$ cat src/rtl/iobuf_bank_ctrl_if.sv
// Bundle of command, read-back and per-bit IOBUF pad signals for one pad bank.
// No latency of its own; carries the valid/ready command handshake and the rd_valid pulse.
// Backpressure: cmd_ready low holds the command source until the bank controller can accept.
interface iobuf_bank_ctrl_if #(
  parameter int WIDTH = 8
);
  logic             cmd_valid;
  logic             cmd_ready;
  logic [WIDTH-1:0] cmd_data;
  logic [WIDTH-1:0] cmd_oe;
  logic             rd_valid;
  logic [WIDTH-1:0] rd_data;
  logic [WIDTH-1:0] pad_I;
  logic [WIDTH-1:0] pad_T;
  logic [WIDTH-1:0] pad_O;

  // Core side plus the pad primitives' O output: issues commands, observes the bank.
  modport master (
    output cmd_valid, cmd_data, cmd_oe, pad_O,
    input  cmd_ready, rd_valid, rd_data, pad_I, pad_T
  );

  // Bank controller side.
  modport slave (
    input  cmd_valid, cmd_data, cmd_oe, pad_O,
    output cmd_ready, rd_valid, rd_data, pad_I, pad_T
  );
endinterface

$ cat src/rtl/iobuf_bank_ctrl.sv
// Per-bit output-enable controller for a bank of IOBUF pads with safe turnaround and synced read-back.
// Latency: 1 cycle for commands without newly driving bits, TURN_CYCLES+1 otherwise; rd_valid SYNC_STAGES+1 after pad_O.
// Backpressure: cmd_ready drops while a turnaround is in progress; the read-back path never stalls.
module iobuf_bank_ctrl #(
  parameter int WIDTH       = 8,
  parameter int SYNC_STAGES = 2,
  parameter int TURN_CYCLES = 2
) (
  input  logic               CLK,
  input  logic               nRST,
  iobuf_bank_ctrl_if.slave   bus
);

  typedef enum logic {S_IDLE, S_TURN} state_t;

  // Counter reload: TURN_CYCLES-1 extra hold cycles after the accept edge.
  localparam logic [3:0] CNT_INIT = 4'((TURN_CYCLES > 0) ? (TURN_CYCLES - 1) : 0);
  // Read-back compares are ignored until the synchroniser and prev register hold real pad data.
  localparam logic [2:0] PRIME_N  = 3'(SYNC_STAGES + 1);

  state_t           r_state;
  state_t           w_state_nxt;
  logic             w_cmd_ready;
  logic             w_acc;
  logic             w_turn;
  logic [WIDTH-1:0] w_rise;

  logic [WIDTH-1:0] r_oe_q;
  logic [WIDTH-1:0] r_data_q;
  logic [WIDTH-1:0] r_pend_oe;
  logic [WIDTH-1:0] r_pend_data;
  logic [3:0]       r_cnt;

  logic [WIDTH-1:0] r_sync [SYNC_STAGES];
  logic [WIDTH-1:0] w_s;
  logic [WIDTH-1:0] r_prev;
  logic [WIDTH-1:0] r_rd_data;
  logic             r_rd_valid;
  logic [2:0]       r_prime_cnt;
  logic             w_primed;

  assign w_acc  = bus.cmd_valid & w_cmd_ready;
  // Bits that go from hi-Z to driving need a turnaround; releasing bits never do.
  assign w_rise = bus.cmd_oe & ~r_oe_q;
  assign w_turn = w_acc && (|w_rise) && (TURN_CYCLES != 0);

  // State register.
  always_ff @(posedge CLK or negedge nRST) begin
    if (!nRST) r_state <= S_IDLE;
    else       r_state <= w_state_nxt;
  end

  // Next-state: enter TURN on an accept with rising bits, leave when the counter expires.
  always_comb begin
    w_state_nxt = r_state;
    if (r_state == S_IDLE) begin
      if (w_turn) w_state_nxt = S_TURN;
    end else begin
      if (r_cnt == 4'd0) w_state_nxt = S_IDLE;
    end
  end

  // Outputs of the FSM: only IDLE takes new commands.
  always_comb begin
    w_cmd_ready = 1'b0;
    if (r_state == S_IDLE) w_cmd_ready = 1'b1;
  end

  // Drive registers: immediate apply, or release falling bits now and hold the full command pending.
  always_ff @(posedge CLK or negedge nRST) begin
    if (!nRST) begin
      r_oe_q      <= '0;
      r_data_q    <= '0;
      r_pend_oe   <= '0;
      r_pend_data <= '0;
      r_cnt       <= 4'd0;
    end else if (r_state == S_IDLE) begin
      if (w_acc) begin
        r_data_q <= bus.cmd_data;
        if (w_turn) begin
          r_oe_q      <= r_oe_q & bus.cmd_oe;
          r_pend_oe   <= bus.cmd_oe;
          r_pend_data <= bus.cmd_data;
          r_cnt       <= CNT_INIT;
        end else begin
          r_oe_q <= bus.cmd_oe;
        end
      end
    end else begin
      if (r_cnt == 4'd0) begin
        r_oe_q   <= r_pend_oe;
        r_data_q <= r_pend_data;
      end else begin
        r_cnt <= r_cnt - 4'd1;
      end
    end
  end

  // Pad input synchroniser chain.
  always_ff @(posedge CLK or negedge nRST) begin
    if (!nRST) begin
      for (int i = 0; i < SYNC_STAGES; i++) r_sync[i] <= '0;
    end else begin
      r_sync[0] <= bus.pad_O;
      for (int i = 1; i < SYNC_STAGES; i++) r_sync[i] <= r_sync[i-1];
    end
  end

  assign w_s      = r_sync[SYNC_STAGES-1];
  assign w_primed = (r_prime_cnt == PRIME_N);

  // Priming counter: saturates once the first real sample has reached r_prev.
  always_ff @(posedge CLK or negedge nRST) begin
    if (!nRST)                    r_prime_cnt <= 3'd0;
    else if (r_prime_cnt != PRIME_N) r_prime_cnt <= r_prime_cnt + 3'd1;
  end

  // Read-back: report changes on input-mode bits only, masked by the current output enables.
  always_ff @(posedge CLK or negedge nRST) begin
    if (!nRST) begin
      r_prev     <= '0;
      r_rd_data  <= '0;
      r_rd_valid <= 1'b0;
    end else begin
      r_prev     <= w_s;
      r_rd_data  <= w_s;
      r_rd_valid <= (|((w_s ^ r_prev) & ~r_oe_q)) && w_primed;
    end
  end

  assign bus.cmd_ready = w_cmd_ready;
  assign bus.pad_T     = ~r_oe_q;
  assign bus.pad_I     = r_data_q;
  assign bus.rd_valid  = r_rd_valid;
  assign bus.rd_data   = r_rd_data;

endmodule
$ cat src/flat_wrapper.sv
// flat-port wrapper written by rule: the top's interface ports become plain ports
module iobuf_bank_ctrl_flat 
#(
  parameter int WIDTH       = 8,
  parameter int SYNC_STAGES = 2,
  parameter int TURN_CYCLES = 2
)
  (CLK, nRST, bus_cmd_valid, bus_cmd_data, bus_cmd_oe, bus_pad_O, bus_cmd_ready, bus_rd_valid, bus_rd_data, bus_pad_I, bus_pad_T);
  iobuf_bank_ctrl_if #(.WIDTH(WIDTH)) bus_i ();
  input  logic CLK;
  input  logic nRST;
  input wire logic [$bits(bus_i.cmd_valid)-1:0] bus_cmd_valid;
  input wire logic [$bits(bus_i.cmd_data)-1:0] bus_cmd_data;
  input wire logic [$bits(bus_i.cmd_oe)-1:0] bus_cmd_oe;
  input wire logic [$bits(bus_i.pad_O)-1:0] bus_pad_O;
  output wire logic [$bits(bus_i.cmd_ready)-1:0] bus_cmd_ready;
  output wire logic [$bits(bus_i.rd_valid)-1:0] bus_rd_valid;
  output wire logic [$bits(bus_i.rd_data)-1:0] bus_rd_data;
  output wire logic [$bits(bus_i.pad_I)-1:0] bus_pad_I;
  output wire logic [$bits(bus_i.pad_T)-1:0] bus_pad_T;
  assign bus_i.cmd_valid = bus_cmd_valid;
  assign bus_i.cmd_data = bus_cmd_data;
  assign bus_i.cmd_oe = bus_cmd_oe;
  assign bus_i.pad_O = bus_pad_O;
  assign bus_cmd_ready = bus_i.cmd_ready;
  assign bus_rd_valid = bus_i.rd_valid;
  assign bus_rd_data = bus_i.rd_data;
  assign bus_pad_I = bus_i.pad_I;
  assign bus_pad_T = bus_i.pad_T;
  iobuf_bank_ctrl #(.WIDTH(WIDTH), .SYNC_STAGES(SYNC_STAGES), .TURN_CYCLES(TURN_CYCLES)) u_core (.CLK(CLK), .nRST(nRST), .bus(bus_i));
endmodule
$ cat config.mk
export PLATFORM = sky130hd
export DESIGN_NAME = iobuf_bank_ctrl_flat
export DESIGN_NICKNAME = d
export VERILOG_FILES = /design/src/rtl/iobuf_bank_ctrl_if.sv /design/src/rtl/iobuf_bank_ctrl.sv /design/src/flat_wrapper.sv
export SDC_FILE = /design/constraint.sdc
export NUM_CORES = 1
export LEC_CHECK = 0
export CAP_MARGIN = 20
export CORE_UTILIZATION = 51
export DETAILED_ROUTE_END_ITERATION = 8
export GPL_ROUTABILITY_DRIVEN = 0
export HOLD_SLACK_MARGIN = 0.05
export PLACE_DENSITY = 0.87
export SLEW_MARGIN = 10
export SYNTH_ARGS = -nofsm -noshare
export SYNTH_HDL_FRONTEND = slang
export SYNTH_SLANG_ARGS = --single-unit
$ cat constraint.sdc
create_clock -name CLK -period 2.55 [get_ports CLK]
set_input_delay 0.51 -clock CLK [delete_from_list [all_inputs] [get_ports CLK]]
set_output_delay 0.51 -clock CLK [all_outputs]
set_load 0.01 [all_outputs]
==> run_results.csv <==
group,metric,value,unit
outcome,outcome,"finished clean",
global_routing,antenna_found_initial,0,
critical_path,startpoint_type,"flip-flop",
synth,seq_area_frac_synth,61.0,%
synth,syn_nets,229,
clock_network,clock_latency,340,ps
clock_network,cts_hold_buffers,0,
flow_run,cap_violations,0,
die,die_w,74.3,um
critical_path,rr_startpoint,"u_core.r_cnt[0]",
synth,synth-compound-area-share,13.5,%
critical_path,critPathMaxStageDelay,500,ps
global_routing,track_usage,22.5,%
clock_network,cts_resized,0,
clock_network,cts_setup_buffers,0,
route,drtAntennaViolNets,0,
route,vias,1787,
route,drtPass1Iterations,4,
sta,relSlewSlack,59.2,%
critical_path,worstPathMaxFanout,17,
synth,yosys.area_share.simple,4.88,%
synth,synth_most_common_cell,"dfrtp_1",
power,power_density,1190,nW/um^2
place,dp_cells,317,
sta,max_clock_freq,467,MHz
die,fp-row-count,25,
critical_path,critPathKind,"flip-flop to flip-flop",
synth,synth_top_area_share,61.0,%
synth,asyncSetResetFlopFracSynth,100,%
layout,fin_nets,292,
sta,fin_crit,2140,ps
layout,nFillCells,349,
critical_path,crit_arrival,2390,ps
clock_network,cts_tree,"built",
place,portBuffers,52,
power,leakagePower,1.54,nW
power,ir_drop,0.869,mV
sta,slew_violations,0,
layout,layoutNonFillerInstCount,333,
min_path,hp-class,"input pin to async pin",
route,viasPerCell,5.37,
synth,syn_inst,198,
critical_path,reg2reg_to,"u_core.r_oe_q[4]",
route,routedWlPerCell,16.0,um
synth,synth_top_family_by_area,"compound AO/OA/AOI/OAI gates",
synth,yosys_warnings,0,
sta,fin_hold_ws,172,ps
layout,drive_gt1_share,16.2,%
critical_path,reg2reg_depth,6,
clock_network,clk_pin_slew,70,ps
clock_network,cts_buffers,9,
die,core-area,4880,um^2
clock_network,htreeDepth,3,
route,drc,0,
sta,finalHoldViolations,0,
place,place_area,3300,um^2
layout,final_core_util,72.3,%
die,die-area,5520,um^2
sta,finalSetupViolations,0,
route,wl,5340,um
sta,tightest_slew,612,ps
layout,syn_to_final_growth,32.2,%
synth,synth.area.top_cells,"dfrtp_1 (61%), mux2_4 (5.1%), a211oi_1 (4.5%), mux2i_1 (3.0%), xnor2_1 (3.0%)",
global_routing,grt_max_degree,41,
global_routing,grt.overflow.total,0,
synth,muxShareOfSynthArea,11.4,%
global_routing,grt_pass1_wl,8820,um
clock_network,clockRootBuffer,"clkbuf_8",
synth,synth_largest_area_cell,"dfrtp_1",
synth,ys_ff_latch,65,
layout,finalInstanceArea,3530,um^2
sta,grt_setup_unrepaired,"no",
sta,tns,0,ps
synth,synth_xor_area_share,3.61,%
sta,skew,9.34,ps
critical_path,required,2800,ps
clock_network,clockBufferDepth,2,
critical_path,slowest_stage,"or3b_2",
synth,syn_area,2670,um^2
synth,synth_fa_ha_area_share,1.88,%
critical_path,worstPathCellList,"inv_1 > ha_1 > or3b_2 > a21o_1 > buf_4 > a211oi_1",
place,dpl.hpwl,3650,um
layout,insertedDiodeCount,0,
die,die_h,74.3,um
route,dr.first_iter.drc_count,88,
die,initial_core_util,54.7,%
die,ioPinCount,53,
synth,ys_top_cells_by_count,"dfrtp_1 (65), a211oi_1 (16), nand2_1 (14)",
critical_path,regToRegSetupSlack,410,ps
critical_path,cp-end-kind,"flip-flop",
sta,finalCritPeriodShare,83.9,%
synth,synth.distinct_cells,29,
synth,synth-edff-count,0,
global_routing,first_global_vias,1868,
synth,avgSynthCellArea,13.5,um^2
clock_network,cts_num_sinks,65,
synth,synth_flop_cell,"dfrtp_1",
registers in the layout, indices dropped and copies added (netlist names):
register and flops:
u_core.r_state 1, u_core.r_cnt 4, u_core.bus.pad_I 8, u_core.r_pend_oe 8, u_core.r_oe_q 8, u_core.r_prev 8, u_core.w_s 8, u_core.r_prime_cnt 3
u_core.bus.rd_valid 1, u_core.r_pend_data 8, u_core.r_sync 8
through the flow:
step	worst slack (ps)	power [mW]
final	409	4.20
after global routing	298	4.46
after CTS	407	4.23
after detailed placement	195	3.21
after global placement	259	3.14
after floorplan	525	2.57
final cells by class:
cell class	count	area (um^2)	area share (%)
sequential	65	1630	46.1
multi-input combinational	113	942	26.7
timing repair buffer	60	601	17.0
clock buffer	10	138	3.90
clock inverter	6	90.1	2.56
tap	67	83.8	2.38
inverter	12	45.0	1.28
power by group:
group          internal (mW)  switching, mW  total, mW
combinational          0.838          0.772       1.61
sequential              1.36          0.240       1.60
clock                  0.580          0.405      0.985
total                   2.78           1.42       4.20
cells by family after synthesis:
kind of cell	Yosys count
DFF	65
AOI/OAI and AO/OA	45
and+or+nand+nor	28
muxes	25
buffers and inverters	20
xor gates and xnor gates	11
adders and majority gates	4
how the worst max path moves through the flow:
| stage | from | end | slack, ps |
|---|---|---|---|
| after CTS | u_core.r_cnt[0] | u_core.r_oe_q[4] | 410 |
| after global placement | bus_cmd_oe[0] | u_core.r_pend_oe[4] | 260 |
| after global routing | u_core.r_cnt[0] | u_core.r_oe_q[4] | 300 |
| after floorplan | bus_cmd_oe[2] | u_core.r_pend_data[0] | 530 |
| final | u_core.r_cnt[0] | u_core.r_oe_q[4] | 410 |
| after detailed placement | bus_cmd_oe[2] | u_core.r_pend_oe[4] | 200 |
routing by layer:
metal	global-route usage, %	part of all wire [%]
met5	0	0
met4	7.55	0.82
met3	8.94	5.4
met2	36.7	51
met1	27.5	43
placed cells by master, fill, tap and decap left out:
| cell | instances |
|---|---|
| a2111oi_4 | 2 |
| mux2i_1 | 8 |
| clkinv_2 | 1 |
| nand2_1 | 14 |
| or3b_2 | 1 |
| buf_2 | 1 |
| o41a_1 | 1 |
| a211oi_1 | 16 |
| o21a_1 | 1 |
| xor2_1 | 2 |
| clkdlybuf4s50_1 | 51 |
| inv_2 | 2 |
| inv_6 | 1 |
| ha_1 | 4 |
| clkinv_4 | 1 |
| bufinv_16 | 2 |
| dfrtp_1 | 65 |
| clkbuf_8 | 10 |
| nand3_1 | 3 |
| buf_12 | 2 |
| xnor2_1 | 9 |
| a221oi_1 | 8 |
| nor2_1 | 3 |
| a21oi_1 | 1 |
| o21ai_0 | 9 |
| mux2_2 | 4 |
| nor3_1 | 1 |
| a21o_1 | 2 |
| o22ai_1 | 5 |
| buf_4 | 6 |
| mux2_4 | 9 |
| nor2b_1 | 6 |
| inv_1 | 10 |
| mux2_1 | 4 |
| clkinvlp_4 | 1 |
critical path: cells and delay by family, from the launching register on:
family / cells / cell delay [ps]
flops: 1 / 390
compound gates: 2 / 630
buf+inv: 2 / 390
fa+ha+maj: 1 / 140
simple gates: 1 / 500
No activity file was read; power rests on OpenSTA's default activity.
